`src/rtl/bin_to_seg.sv`:
```
// bin_to_seg: converts a 14-bit binary value to four registered 7-segment digit patterns
// using a sequential double-dabble conversion.
module bin_to_seg #(
    parameter int BLANK_LZ = 1
) (
    input  logic        clk,
    input  logic        rst_n,
    input  logic        start,
    input  logic [13:0] value,
    output logic        busy,
    output logic        done,
    output logic        overflow,
    output logic [7:0]  seg_out_1,
    output logic [7:0]  seg_out_2,
    output logic [7:0]  seg_out_3,
    output logic [7:0]  seg_out_4
);
    localparam logic [1:0] IDLE   = 2'd0;
    localparam logic [1:0] SHIFT  = 2'd1;
    localparam logic [1:0] ENCODE = 2'd2;
    localparam logic [7:0] BLANK  = 8'hFF;
    localparam logic [7:0] DASH   = 8'hBF;

    logic [1:0]  state;
    logic [15:0] bcd;
    logic [13:0] bin;
    logic [3:0]  cnt;
    logic        ovf;
    logic [15:0] bcd_adj;
    logic        z3, z32, z321, blz;

    function automatic logic [7:0] seg(input logic [3:0] d);
        case (d)
            4'd0:    seg = 8'hC0;
            4'd1:    seg = 8'hF9;
            4'd2:    seg = 8'hA4;
            4'd3:    seg = 8'hB0;
            4'd4:    seg = 8'h99;
            4'd5:    seg = 8'h92;
            4'd6:    seg = 8'h82;
            4'd7:    seg = 8'hF8;
            4'd8:    seg = 8'h80;
            4'd9:    seg = 8'h90;
            default: seg = BLANK;
        endcase
    endfunction

    always_comb begin
        bcd_adj = bcd;
        for (int i = 0; i < 4; i++)
            bcd_adj[4*i +: 4] = (bcd[4*i +: 4] >= 4'd5) ? bcd[4*i +: 4] + 4'd3 : bcd[4*i +: 4];
    end

    // A digit blanks only when it and every more significant digit are zero.
    assign blz  = (BLANK_LZ != 0);
    assign z3   = (bcd[15:12] == 4'd0);
    assign z32  = z3 && (bcd[11:8] == 4'd0);
    assign z321 = z32 && (bcd[7:4] == 4'd0);

    always_ff @(posedge clk or negedge rst_n) begin
        if (!rst_n) begin
            state     <= IDLE;
            bcd       <= '0;
            bin       <= '0;
            cnt       <= '0;
            ovf       <= 1'b0;
            busy      <= 1'b0;
            done      <= 1'b0;
            overflow  <= 1'b0;
            seg_out_1 <= BLANK;
            seg_out_2 <= BLANK;
            seg_out_3 <= BLANK;
            seg_out_4 <= BLANK;
        end else begin
            done <= 1'b0;
            case (state)
                IDLE: begin
                    if (start) begin
                        bin   <= value;
                        bcd   <= '0;
                        cnt   <= '0;
                        busy  <= 1'b1;
                        ovf   <= (value > 14'd9999);
                        state <= (value > 14'd9999) ? ENCODE : SHIFT;
                    end
                end
                SHIFT: begin
                    {bcd, bin} <= {bcd_adj[14:0], bin, 1'b0};
                    cnt        <= cnt + 4'd1;
                    if (cnt == 4'd13)
                        state <= ENCODE;
                end
                ENCODE: begin
                    seg_out_1 <= ovf ? DASH : seg(bcd[3:0]);
                    seg_out_2 <= ovf ? DASH : (blz && z321) ? BLANK : seg(bcd[7:4]);
                    seg_out_3 <= ovf ? DASH : (blz && z32) ? BLANK : seg(bcd[11:8]);
                    seg_out_4 <= ovf ? DASH : (blz && z3) ? BLANK : seg(bcd[15:12]);
                    overflow  <= ovf;
                    done      <= 1'b1;
                    busy      <= 1'b0;
                    state     <= IDLE;
                end
                default: state <= IDLE;
            endcase
        end
    end
endmodule

```
`config.mk`:
```
export PLATFORM = sky130hd
export DESIGN_NAME = bin_to_seg
export DESIGN_NICKNAME = d
export VERILOG_FILES = /design/src/rtl/bin_to_seg.sv
export SDC_FILE = /design/constraint.sdc
export NUM_CORES = 1
export LEC_CHECK = 0
export ABC_AREA = 1
export CORE_MARGIN = 4
export CORE_UTILIZATION = 45
export DETAILED_ROUTE_END_ITERATION = 12
export HOLD_SLACK_MARGIN = 0.06
export MAX_ROUTING_LAYER = met4
export PLACE_DENSITY = 0.8
export SLEW_MARGIN = 10
export SYNTH_ARGS = -nofsm -noshare
export SYNTH_HDL_FRONTEND = slang
export SYNTH_SLANG_ARGS = --single-unit
```
`constraint.sdc`:
```
create_clock -name clk -period 1.3 [get_ports clk]
set_input_delay 0.26 -clock clk [delete_from_list [all_inputs] [get_ports clk]]
set_output_delay 0.26 -clock clk [all_outputs]
set_load 0.03 [all_outputs]
```
## Yosys cells after proc, flatten, opt, wreduce, memory -nomap -nowiden

Memory sizes are Yosys's and may differ from the RTL's.
Index checks and enable logic that the tools add are counted.

| operators by class | value |
|---|---|
| add/sub/neg operators | 5 |
| order comparisons | 5 |
| multiplexer cells | 24 |
| reduce and logical (&&, ||, !) cells | 12 |
| eq/ne operators | 5 |

Operator list:

| kind | number |
|---|---|
| 8-bit two-way mux | 7 |
| 16-bit case mux with 2 select lines | 1 |
| 14-bit case mux with 2 select lines | 1 |
| 4-bit by 3-bit >= comparator with 1-bit output, second input constant | 4 |
| 16-bit two-way mux | 1 |
| 4-bit two-way mux | 4 |
| 14-bit > comparator, second input constant | 1 |
| 14-bit two-way mux | 1 |
| 4-bit by 2-bit adder with 4-bit output, second input constant | 3 |
| 4-bit zero test | 3 |
| 4-bit case mux with 2 select lines | 1 |
| 2-bit AND reduction | 4 |
| 2-bit two-way mux | 3 |
| 4-bit by 1-bit adder with 4-bit output, second input constant | 1 |
| 4-bit equality test, second input constant | 1 |
| 2-bit inequality test, second input constant | 2 |
| 2-bit case mux with 2 select lines | 1 |
| 2-bit nonzero test | 2 |
| 3-bit by 2-bit adder with 3-bit output, second input constant | 1 |
| 3-bit two-way mux | 1 |
| 2-bit by 1-bit equality test with 1-bit output, second input constant | 1 |
| 2-bit equality test, second input constant | 1 |
| 1-bit logical AND | 2 |
| 2-bit zero test | 1 |
| 2 further kinds | 3 |

| word-level totals | value |
|---|---|
| output and inout port bits | 35 |
| memory bits (read-only) | 448 |
| memories | 4 |
| bits of input ports | 17 |
| logic and storage cells | 67 |
| register bits after elaboration | 72 |

Memories:

| name | words | bits a word | read ports | clocked after Yosys merged registers in | write ports | line | text |
|---|---|---|---|---|---|---|---|
| (name not given) | 16 | 7 | 1 | 0 | 0 | 33 | `case (d)` |
| (name not given) | 16 | 7 | 1 | 0 | 0 | 33 |  |
| (name not given) | 16 | 7 | 1 | 0 | 0 | 33 |  |
| (name not given) | 16 | 7 | 1 | 0 | 0 | 33 |  |

## Longest topological paths before layout

| logic depth | value |
|---|---|
| depth after elaboration | 5 |
| depth in mapped cells | 9 |
| gate-level depth less buffers | 9 |

## Worst setup path before layout

No wires, ideal clock.

| timing path | value |
|---|---|
| kind | register to register |
| from | register bcd[4] |
| to | register bcd[8] |
| setup time | 0.118 ns |
| slack | -0.141 ns |
| cell stages (with the launch flop) | 8 |
| clock period less this slack | 1.441 ns |
| data required time | 1.182 ns |
| data arrival time | 1.323 ns |
| path buffers | 0 |
| path through | dfrtp_1 inv_1 ha_1 inv_1 o21ai_0 nand2_1 nand4_1 nand2_1 |

| between the ends | value |
|---|---|
| longest elaborated chain between the ends | 3 |
| elaborated cells between the ends (all ways) | 4 |
| classes of those cells | add/sub (1); order compare (1); mux (2) |

Ends and longest elaborated chain:

| item | line | text |
|---|---|---|
| from (decl) | 25 | `logic [15:0] bcd;` |
| from (signal assigned) | 88 | `{bcd, bin} <= {bcd_adj[14:0], bin, 1'b0};` |
| 4-bit by 2-bit adder with 4-bit output / 4-bit by 3-bit >= comparator with 1-bit output (equally long branches) | 51 | `bcd_adj[4*i +: 4] = (bcd[4*i +: 4] >= 4'd5) ? bcd[4*i +: 4] + 4'd3 : bcd[4*i +: 4];` |
| 4-bit two-way mux (*) | 51 |  |
| 16-bit case mux with 2 select lines (*) | 76 | `case (state)` |

Mark *: on every way between the ends. The rest lies on a longest branch, timed or not.
A chain may end at the register's enable or synchronous reset.

## Worst setup path in the final report

| timing path | value |
|---|---|
| from | register bcd[8] |
| to | register bcd[10] |

The elaborated chain is that of the path after synthesis.

==> results by group <==
Routing
  • DR WL/cell: 14.21 um
  • 1st-iter DRT viols: 220
  • Vias: 3661
  • Final wirelength: 10000 um
  • Post-DRT Antenna Nets: 0
  • TritonRoute pass-1 iters: 4
  • DRC violations left: 0
  • Via density: 5.200

Clocking
  • CTS tree: done
  • Reg clk slew, reported paths: 0.07 ns
  • Root Driver: clkbuf_8
  • Clk sinks: 68
  • CTS buffer count: 9
  • CTS H-tree depth: 3
  • Worst-skew pair later-pin latency: 0.35 ns
  • Longest Clk Path Bufs: 2

Logic synthesis
  • Seq/Total Area, Yosys: 44.89%
  • Netlist Area Pre-Place: 3869 um2
  • Yosys Warn Count: 0
  • Post-synthesis cell count: 490
  • Average cell area after synthesis: 7.895 um2
  • Post-synthesis register bit count: 68
  • Yosys cell types: 35

Power
  • Clock power frac: 12.9%
  • Worst IR Drop VDD: 928.6 uV
  • Logic pwr share: 57.6%
  • Psw: 6038 uW
  • PD cells: 2514 nW/um2
  • Static leakage: 0.002522 uW
  • Final Power: 13440 uW
  • Share of power burned in registers: 29.5%
  • Switch share: 44.93%
  • Int Power: 7402 uW

Die
  • Core region area: 8299 um2
  • # rows: 33
  • Die area: 10140 um2
  • DIE WIDTH: 100.7 um
  • I/O pin count: 52
  • Die height: 100.7 um
  • Starting Density: 46.62%

Flow run
  • Max_cap viols: 0

Place
  • Dpl hpwl: 6639 um
  • Pre-CTS setup slack: -0.1008 ns
  • Port bufs: 47
  • GP Congestion: 0.9310
  • Placed Area: 4705 um2

Setup path
  • Cell mode on critical path: nand3_1
  • Crit Path Class: reg2reg
  • WP buf/inv: 2
  • Crit path cell chain: inv_2 > ha_4 > inv_4 > o21ai_4 > nand3_1 > nand3_1 > nand2_1
  • RR Endpoint: bcd[10]
  • Max incr delay on CP: 0.41 ns
  • Crit path max-delay family: flip-flops
  • Startpoint Class: flop
  • Max Fanout on Critical Path: 4
  • Worst reg2reg startpoint: bcd[8]
  • Crit. End Element: flop
  • Worst reg2reg setup slack: -0.02 ns
  • Reg2reg path depth: 7
  • Crit path from: bcd[8]
  • CP required: 1.54 ns
  • Slowest CP cell: dfrtp_1
  • CP arrival: 1.56 ns

GRT
  • Largest net degree at the start of global routing: 53
  • Total global routing track utilization: 20.05%
  • GRT overflow: 0
  • Antenna violations before repair: 0
  • First-pass GRT wire length: 16040 um
  • Vias in the first global route: 3564

STA
  • Final setup skew: 0.008983 ns
  • Setup ws final: -0.01632 ns
  • Finish-stage setup viols: 12
  • Period utilization: 101.3%
  • Hold Fails Final Rpt: 0
  • TNS Setup: -0.1125 ns
  • Max-slew violations: 0
  • Fmax: 0.7597 GHz
  • Final worst path period need: 1.316 ns
  • Unrepaired setup endpoints after global routing: yes

Status
  • Run status: finished, violations left
  • Failing checks: setup timing

Finish
  • Nets@finish: 634
  • FILL cells: 648
  • Area Overhead vs Synth: 38.16%
  • Share of layout cells above drive strength 1: 35.23%
  • Post-route cell area: 5345 um2
  • Post-layout util: 64.41%
  • Commonest non-fill, non-tap cell in the layout: nand2_1
  • Diode count: 0
  • Most frequent cells in the layout: nand2_1 (111), nor2_1 (69), buf_4 (58)

Min path
  • Hold Crit Class: in2async
==> worst reg2reg max path, stage by stage (launching register included) <==
cell and delay, ns:
dfrtp_1 0.41, inv_2 0.12, ha_4 0.17, inv_4 0.04
o21ai_4 0.18, nand3_1 0.12, nand3_1 0.11, nand2_1 0.05
==> per-stage QoR <==
step	instances	hold slack (ns)
after floorplan	493	-0.03559
after global placement	677	0.2825
after detailed placement	677	0.2818
after CTS	699	0.4593
after global routing	704	0.4732
final	704	0.4497
==> layout make-up <==
class / count / area (um2) / share of cell area, %
Clock inverter: 2 / 35.03 / 0.6554
Sequential cell: 68 / 1739 / 32.54
Multi-Input combinational cell: 367 / 2108 / 39.44
Inverter: 37 / 146.4 / 2.739
Clock buffer: 14 / 152.6 / 2.856
Tap cell: 105 / 131.4 / 2.458
Timing Repair Buffer: 111 / 1032 / 19.31
==> routing by layer <==
layer	GRT usage [%]	wire (um)	vias up
li1	-	-	1792
met1	24.31	4223	1738
met2	32.81	5002	107
met3	4.360	503	24
met4	7.461	272	0
met5	-	0	-
==> kinds of logic after synthesis <==
logic type	after synthesis	synth area share [%]
AO/OA/AOI/OAI	99	13.62
XOR/XNOR	2	0.4529
buffers and inverters	58	7.276
flip-flops	68	44.89
adder cells (fa/ha/maj)	23	7.439
other	1	0.09693
AND/OR/NAND/NOR	239	26.23
==> what timing repair did <==
action / CTS / global route
endpoints found under the setup margin: 51 / 72
hold buffers: 1 / 0
pin swaps: 4 / 20
resized for setup: 47 / 69
buffers inserted: 5 / 5
endpoints found under the hold margin: 40 / 0
==> state kept, by name, indices dropped and copies added (netlist names) <==
signal     count
bcd           16
bin           14
busy           1
cnt            4
done           1
overflow       1
ovf            1
seg_out_1      7
seg_out_2      7
seg_out_3      7
seg_out_4      7
state          2
==> cells in the mapped netlist, drive strengths merged <==
| master | number | share of area (%) |
|---|---|---|
| nand4 | 2 | 0.32 |
| clkinv | 1 | 0.097 |
| nor3 | 1 | 0.13 |
| conb | 1 | 0.097 |
| nor2 | 78 | 8.7 |
| dfrtp | 40 | 26 |
| xnor2 | 1 | 0.23 |
| a22oi | 1 | 0.32 |
| or2 | 2 | 0.32 |
| a31oi | 1 | 0.16 |
| ha | 23 | 7.4 |
| nand2 | 126 | 13 |
| o21bai | 1 | 0.19 |
| xor2 | 1 | 0.23 |
| clkbuf | 1 | 0.097 |
| dfstp | 28 | 19 |
| inv | 36 | 3.5 |
| o21ai | 48 | 6.2 |
| o22ai | 4 | 0.65 |
| a22o | 1 | 0.23 |
| nand3 | 30 | 3.9 |
| buf | 20 | 3.6 |
| o211ai | 3 | 0.58 |
| a21oi | 40 | 5.3 |
==> power groups by stage <==
stage	sequential (uW)	combinational, uW	clock [uW]
2_1_floorplan	4590	3630	0
3_3_place_gp	3810	6440	0
3_5_place_dp	3870	6660	0
4_1_cts	3900	7110	1760
5_1_grt	4070	8510	1860
6_report	3960	7740	1740
==> worst max path at each step <==
stage	end	slack, ns	cells past startpoint
after floorplan	bcd[11]	0.01	5
after global placement	bin[3]	-0.06	5
after detailed placement	bin[13]	-0.10	5
after CTS	bcd[10]	-0.01	8
after global routing	seg_out_3[4]	-0.14	8
final	bcd[10]	-0.02	7
Power figures use the tool's default switching activity.
